===== src/rtl/hazard_stall_controller.sv =====
`default_nettype none
// +--------------------------------------------------------------------------+
// | Module   : hazard_stall_controller                                       |
// | Desc     : Pipeline stall/flush/bubble sequencer with saturating counters|
// | Revision : 1.0 - initial release                                         |
// +--------------------------------------------------------------------------+
module hazard_stall_controller #(
  parameter int MULDIV_LAT = 4,
  parameter int CNT_W      = 32
) (
  input  logic             clk,
  input  logic             rst_n,
  input  logic [4:0]       rs1_ID,
  input  logic [4:0]       rs2_ID,
  input  logic             use_rs1_ID,
  input  logic             use_rs2_ID,
  input  logic [4:0]       rd_EX,
  input  logic             MemRead_EX,
  input  logic             muldiv_EX,
  input  logic             branch_taken_EX,
  input  logic             mem_busy,
  input  logic             perf_clr,
  output logic             stall_IF,
  output logic             stall_ID,
  output logic             stall_EX,
  output logic             stall_MEM,
  output logic             flush_ID,
  output logic             bubble_EX,
  output logic             bubble_MEM,
  output logic [CNT_W-1:0] stall_cycles,
  output logic [CNT_W-1:0] flush_count
);

  localparam int                 c_MD_W    = (MULDIV_LAT > 1) ? $clog2(MULDIV_LAT) : 1;
  localparam logic [c_MD_W-1:0]  c_MD_INIT = c_MD_W'(MULDIV_LAT - 2);
  localparam logic [c_MD_W-1:0]  c_MD_ONE  = c_MD_W'(1);
  localparam logic [CNT_W-1:0]   c_CNT_MAX = '1;
  localparam logic [CNT_W-1:0]   c_CNT_ONE = CNT_W'(1);

  typedef enum logic [0:0] {
    ST_RUN     = 1'b0,
    ST_MD_BUSY = 1'b1
  } state_t;

  state_t            r_state, w_state_nxt;
  logic [c_MD_W-1:0] r_cnt, w_cnt_nxt;
  logic [CNT_W-1:0]  r_stall_cycles, r_flush_count;

  logic w_load_use;
  logic w_stall_if, w_stall_id, w_stall_ex, w_stall_mem;
  logic w_flush_id, w_bubble_ex, w_bubble_mem;

  assign w_load_use = MemRead_EX && (rd_EX != 5'd0) &&
                      ((use_rs1_ID && (rd_EX == rs1_ID)) ||
                       (use_rs2_ID && (rd_EX == rs2_ID)));

  always_ff @(posedge clk or negedge rst_n) begin
    if (!rst_n) begin
      r_state <= ST_RUN;
      r_cnt   <= '0;
    end else begin
      r_state <= w_state_nxt;
      r_cnt   <= w_cnt_nxt;
    end
  end

  always_comb begin
    w_state_nxt  = r_state;
    w_cnt_nxt    = r_cnt;
    w_stall_if   = 1'b0;
    w_stall_id   = 1'b0;
    w_stall_ex   = 1'b0;
    w_stall_mem  = 1'b0;
    w_flush_id   = 1'b0;
    w_bubble_ex  = 1'b0;
    w_bubble_mem = 1'b0;
    if (mem_busy) begin
      // Memory wait freezes the whole pipe; a running mul/div keeps counting.
      w_stall_if  = 1'b1;
      w_stall_id  = 1'b1;
      w_stall_ex  = 1'b1;
      w_stall_mem = 1'b1;
      if ((r_state == ST_MD_BUSY) && (r_cnt != '0)) begin
        w_cnt_nxt = r_cnt - c_MD_ONE;
      end
    end else begin
      case (r_state)
        ST_RUN: begin
          if (muldiv_EX) begin
            w_stall_if   = 1'b1;
            w_stall_id   = 1'b1;
            w_stall_ex   = 1'b1;
            w_bubble_mem = 1'b1;
            w_cnt_nxt    = c_MD_INIT;
            w_state_nxt  = ST_MD_BUSY;
          end else if (branch_taken_EX) begin
            w_flush_id  = 1'b1;
            w_bubble_ex = 1'b1;
          end else if (w_load_use) begin
            w_stall_if  = 1'b1;
            w_stall_id  = 1'b1;
            w_bubble_ex = 1'b1;
          end
        end
        ST_MD_BUSY: begin
          if (r_cnt != '0) begin
            w_stall_if   = 1'b1;
            w_stall_id   = 1'b1;
            w_stall_ex   = 1'b1;
            w_bubble_mem = 1'b1;
            w_cnt_nxt    = r_cnt - c_MD_ONE;
          end else begin
            // Release cycle: the same op is still in EX, so its inputs are ignored.
            w_state_nxt = ST_RUN;
          end
        end
        default: begin
          w_state_nxt = ST_RUN;
          w_cnt_nxt   = '0;
        end
      endcase
    end
  end

  assign stall_IF   = rst_n & w_stall_if;
  assign stall_ID   = rst_n & w_stall_id;
  assign stall_EX   = rst_n & w_stall_ex;
  assign stall_MEM  = rst_n & w_stall_mem;
  assign flush_ID   = rst_n & w_flush_id;
  assign bubble_EX  = rst_n & w_bubble_ex;
  assign bubble_MEM = rst_n & w_bubble_mem;

  always_ff @(posedge clk or negedge rst_n) begin
    if (!rst_n) begin
      r_stall_cycles <= '0;
      r_flush_count  <= '0;
    end else if (perf_clr) begin
      r_stall_cycles <= '0;
      r_flush_count  <= '0;
    end else begin
      if (stall_IF && (r_stall_cycles != c_CNT_MAX)) begin
        r_stall_cycles <= r_stall_cycles + c_CNT_ONE;
      end
      if (flush_ID && (r_flush_count != c_CNT_MAX)) begin
        r_flush_count <= r_flush_count + c_CNT_ONE;
      end
    end
  end

  assign stall_cycles = r_stall_cycles;
  assign flush_count  = r_flush_count;

endmodule
`default_nettype wire


===== config.mk =====
export PLATFORM = sky130hd
export DESIGN_NAME = hazard_stall_controller
export DESIGN_NICKNAME = d
export VERILOG_FILES = /design/src/rtl/hazard_stall_controller.sv
export SDC_FILE = /design/constraint.sdc
export NUM_CORES = 1
export LEC_CHECK = 0
export BUFFER_PORTS_ARGS = -buffer_cell sky130_fd_sc_hd__buf_2
export CAP_MARGIN = 20
export CORE_AREA = 2 2 109 111
export DETAILED_ROUTE_END_ITERATION = 8
export DIE_AREA = 0 0 111 113
export SLEW_MARGIN = 20
export SYNTH_ARGS = -nofsm -noshare
export SYNTH_HDL_FRONTEND = slang
export SYNTH_SLANG_ARGS = --single-unit

===== constraint.sdc =====
create_clock -name clk -period 3.1 [get_ports clk]
set_clock_uncertainty 0.15 [all_clocks]
set_input_delay 0.62 -clock clk [delete_from_list [all_inputs] [get_ports clk]]
set_output_delay 0.62 -clock clk [all_outputs]
set_load 0.01 [all_outputs]

Word-level counts from Yosys, hierarchy flattened
Index checks and enable logic that the tools add are counted.
{"block": "word_totals", "reg_bits": 67, "inputBits": 24, "elab_cells": 62}
{"block": "op_classes", "add_sub_neg": 3, "n_eq_ne": 7, "muxes": 28, "n_bitwise": 7, "reduce_logical": 13}
{"cell": "32-bit two-way mux", "n": 4}
{"cell": "32-bit by 1-bit adder with 32-bit output, second input constant", "n": 2}
{"cell": "32-bit inequality test, second input constant", "n": 2}
{"cell": "1-bit two-way mux", "n": 17}
{"cell": "5-bit equality test", "n": 2}
{"cell": "2-bit two-way mux", "n": 4}
{"cell": "1-bit logical AND", "n": 7}
{"cell": "1-bit AND", "n": 6}
{"cell": "2-bit nonzero test", "n": 3}
{"cell": "5-bit nonzero test", "n": 1}
{"cell": "1-bit one-hot mux with 2 select lines", "n": 2}
{"cell": "2-bit one-hot mux with 2 select lines", "n": 1}
{"cell": "3-bit by 2-bit inequality test with 1-bit output, second input constant", "n": 1}
{"cell": "3-bit inequality test, second input constant", "n": 1}
{"cell": "3-bit AND reduction", "n": 1}
{"cell": "2-bit by 1-bit inequality test with 1-bit output, second input constant", "n": 1}
{"cell": "2-bit by 1-bit subtractor with 2-bit output, second input constant", "n": 1}
{"cell": "1-bit logical OR", "n": 1}
{"cell": "1-bit inverter", "n": 1}

Longest topological paths before layout
{"block": "depth", "ltp_word": 13, "ltp_mapped": 11}

Worst setup path before layout
No wires, ideal clock.
{"block": "synth_path", "path_type": "input-to-reg", "start": "input port rd_EX[4]", "end": "register r_stall_cycles[15] (netlist: stall_cycles[15])", "setup_ns": 0.125, "t_arrival_ns": 2.357, "required_time_ns": 2.825, "setup_slack_ns": 0.468, "path_stages": 8, "path_cell_list": "xor2_1 nor4_4 a222oi_1 or3_1 buf_6 buf_6 nor3_1 mux2_2"}
{"block": "synth_between", "elab_chain_cells": 12, "elab_cells_between_ends": 16, "classes_between": "eq/ne (2); mux (5); bitwise (1); reduce/logical (8)"}
{"element": "from (decl)", "line_no": "17", "rtl": "input logic [4:0] rd_EX,"}
{"element": "5-bit equality test (on tied branches)", "line_no": "54, 55"}
{"element": "1-bit logical AND (on tied branches)", "line_no": "54, 55"}
{"element": "1-bit logical OR", "line_no": "54", "rtl": "((use_rs1_ID && (rd_EX == rs1_ID)) ||"}
{"element": "1-bit logical AND *", "line_no": "53", "rtl": "assign w_load_use = MemRead_EX && (rd_EX != 5'd0) &&"}
{"element": "1-bit two-way mux *", "line_no": "99", "rtl": "end else if (w_load_use) begin"}
{"element": "1-bit two-way mux *", "line_no": "96", "rtl": "end else if (branch_taken_EX) begin"}
{"element": "1-bit two-way mux *", "line_no": "89", "rtl": "if (muldiv_EX) begin"}
{"element": "1-bit one-hot mux with 2 select lines *", "line_no": "87", "rtl": "case (r_state)"}
{"element": "1-bit two-way mux *", "line_no": "77", "rtl": "if (mem_busy) begin"}
{"element": "1-bit AND *", "line_no": "125", "rtl": "assign stall_IF = rst_n & w_stall_if;"}
{"element": "1-bit logical AND *", "line_no": "141", "rtl": "if (stall_IF && (r_stall_cycles != c_CNT_MAX)) begin"}
{"element": "2-bit nonzero test (no line) *"}
{"element": "to (signal assigned)", "line_no": "142", "rtl": "r_stall_cycles <= r_stall_cycles + c_CNT_ONE;"}
{"element": "to (decl)", "line_no": "47", "rtl": "logic [CNT_W-1:0] r_stall_cycles, r_flush_count;"}
Every way passes the cells marked *; elsewhere a longest branch is shown, timed or not.
A chain may end at the register's enable or synchronous reset.

Worst setup path after layout
{"block": "layout_path", "start": "input port rd_EX[1]", "end": "output port stall_ID"}
{"block": "layout_between", "elab_chain_cells": 10, "elab_cells_between_ends": 14, "classes_between": "eq/ne (2); mux (5); bitwise (1); reduce/logical (6)"}
{"element": "5-bit equality test (on tied branches)", "line_no": "54, 55"}
{"element": "1-bit logical AND (on tied branches)", "line_no": "54, 55"}
{"element": "1-bit logical OR", "line_no": "54"}
{"element": "1-bit logical AND *", "line_no": "53"}
{"element": "1-bit two-way mux *", "line_no": "99"}
{"element": "1-bit two-way mux *", "line_no": "96"}
{"element": "1-bit two-way mux *", "line_no": "89"}
{"element": "1-bit one-hot mux with 2 select lines *", "line_no": "87"}
{"element": "1-bit two-way mux *", "line_no": "77"}
{"element": "1-bit AND *", "line_no": "126", "rtl": "assign stall_ID = rst_n & w_stall_id;"}
{"element": "to (decl)", "line_no": "24", "rtl": "output logic stall_ID,"}
Marks and branches as above.

==> results.json <==
{
  "coreArea_um2": 11300,
  "ctsHoldBuffers": 1,
  "worst_pin_slew_ns": 0.727,
  "p_leak_nw": 2.17,
  "hold_viol": 0,
  "routed_wl_um": 10200,
  "synth_warnings": 0,
  "vias_per_cell": 5.36,
  "finalNetCount": 557,
  "antenna_cells": 0,
  "cts_buffers": 9,
  "post-synth-top-area-cell": "dfrtp_1",
  "drive_gt1_frac": 0.243,
  "grtUsageMet1": 0.217,
  "initialDrtViolationCount": 178,
  "grt_overflow": 0,
  "netlist-cell-type-count": 42,
  "drc": 0,
  "r2r_start": "r_cnt[0]",
  "irDropWorstVdd_mv": 0.263,
  "clk_pin_slew_ns": 0.06,
  "syn2layout_area_growth_pct": 25.0,
  "ys_async_sr_fraction": 1.00,
  "dieArea_um2": 12500,
  "io_pins": 95,
  "drv_cap": 0,
  "period_minus_slack_ns": 2.82,
  "hold_class": "primary input to async pin",
  "synth_edf_count": 0,
  "cts_resized": 0,
  "io_buffers": 94,
  "cp_cell_sequence": "buf_2 > or4_1 > o21ai_1 > a2bb2oi_1 > nor2_1 > buf_2",
  "totalNegativeSetupSlack_ns": 0,
  "first_pass_iters": 4,
  "cp_max_fo": 3,
  "synth_nets": 462,
  "rsz0062_at_grt": "false",
  "ff2ff_setup_slack_ns": 0.34,
  "cts_setup_buffers": 0,
  "die_w_um": 111,
  "cts_buffer_depth": 2,
  "cts_tree": "yes",
  "cp-start-kind": "primary input",
  "hpwl_um": 7110,
  "place_area_um2": 4530,
  "r2r_end": "stall_cycles[19]",
  "clock-sinks": 67,
  "drt-wirelength-per-cell_um": 15.1,
  "place.gp.congestion": 0.788,
  "ff2ff_path_depth": 9,
  "cts_max_level": 3,
  "grt_pass1_wl_um": 17100,
  "synth_ff_type": "dfrtp_1",
  "synth_top_area_frac": 0.431,
  "period_share": 0.908,
  "slowest_stage": "or4_1",
  "grt.total_usage": 0.167,
  "fmax_ghz": 0.355,
  "crit_arrival_ns": 2.05,
  "powerDensity_nw_per_um2": 467,
  "finalInstanceArea_um2": 4860,
  "drtAntennaViolNets": 0,
  "power.total_mw": 2.27,
  "setup_viol": 0,
  "grt_pass1_vias": 3513,
  "clockRootBuffer": "clkbuf_16",
  "critPathMaxStageDelay_ns": 0.53,
  "worstSetupPathType": "primary input to output port",
  "start_util": 0.345,
  "clk_latency_ns": 0.33,
  "synth.yosys.seq_area_share": 0.431,
  "syn_area_per_cell_um2": 8.93,
  "grt_max_degree": 46,
  "setup.worst_path.end_class": "output port",
  "syn_area_um2": 3890,
  "ys_seq_elements": 67,
  "grtUsageMet2": 0.272,
  "rows": 39,
  "cp_common_cell": "buf_2",
  "slew_violations": 0,
  "synth_area_leaders": "dfrtp_1 (43%), nor2_1 (5.4%), a21oi_1 (4.6%), xnor2_1 (4.5%), xor2_1 (4.3%)",
  "outcome": "complete, no violations",
  "required_ns": 2.33,
  "synthCells": 435,
  "yosysMostFrequentCell": "dfrtp_1",
  "fp.dieH_um": 113,
  "top_usage_layer": "met2",
  "synthTopCellsByCount": "dfrtp_1 (67), nor2_1 (56), a21oi_1 (36)",
  "globalRouteMet3Util": 0.0348,
  "antenna_found_initial": 0,
  "vias": 3632,
  "relSlewSlack": 0.511
}
## area by class of cell
cell class	count	area, um2
inverters	11	41.3
clock inverters	6	90.1
well taps	143	179
clock buffers	10	229
fillers	1144	6410
multi-input cells	336	2060
repair buffers	105	581
flip-flops and latches	67	1680
## stage by stage
stage | setup slack [ns] | hold slack, ns | util | instances
3_5_place_dp | 0.112 | 0.344 | 0.402 | 661
2_1_floorplan | 0.468 | 0.174 | - | 435
4_1_cts | 0.275 | 0.274 | 0.431 | 678
6_report | 0.285 | 0.259 | 0.431 | 678
5_1_grt | 0.176 | 0.291 | 0.431 | 678
3_3_place_gp | 0.205 | 0.342 | 0.402 | 661
## cells in the final DEF, fill, tap and decap left out, types with 12 or more instances in the layout
cell     Yosys  routed
or4_1       12      12
xnor2_1     20      20
nand4_1     24      24
o21ai_0     12      12
or3_1       17      17
nand2_1     22      22
nand3_1     28      28
a21oi_1     36      36
dfrtp_1     67      67
xor2_1      19      19
nor2_1      56      56
buf_2        4      94
## registers in the layout, summed over array words and instances (netlist names)
signal,cells
flush_count,32
stall_cycles,32
r_state,1
r_cnt,2
## power breakdown
| group | switching (mW) | internal, mW |
|---|---|---|
| clock | 0.395 | 0.706 |
| combinational | 0.157 | 0.0900 |
| sequential | 0.0213 | 0.899 |
| total | 0.573 | 1.69 |
## how the worst max path moves through the flow
stage,slack [ns],cells past startpoint,endpoint,from
floorplan,0.47,8,stall_cycles[15],rd_EX[4]
global placement,0.21,8,stall_cycles[19],rd_EX[4]
detailed placement,0.11,8,stall_cycles[19],rd_EX[4]
CTS,0.28,6,stall_ID,rd_EX[1]
global route,0.18,9,stall_cycles[19],r_cnt[0]
finish,0.28,6,stall_ID,rd_EX[1]
## kinds of logic (layout without fill, tap and decap cells)
logic type	count (synthesis)	count (layout)	synth area share
muxes	8	8	0.0229
DFF	67	67	0.431
AOI/OAI and AO/OA	70	70	0.101
xor gates and xnor gates	39	39	0.0879
buffers and inverters	32	132	0.0380
and+or+nand+nor	216	216	0.309
adders and majority gates	3	3	0.00966
## routing by layer
layer | part of all wire | wire length [um] | vias to the layer above
met3 | 0.041 | 416 | 19
met2 | 0.49 | 4960 | 89
met5 | 0 | 0 | -
met4 | 0.021 | 217 | 0
li1 | - | - | 1756
met1 | 0.45 | 4620 | 1768
## worst max-delay path, delay by kind of cell
family	cells	cell delay, ns
AND/OR/NAND/NOR	2	0.64
AO/OA/AOI/OAI	2	0.49
buffers and inverters	2	0.28
(Power assumes the default switching activity.)
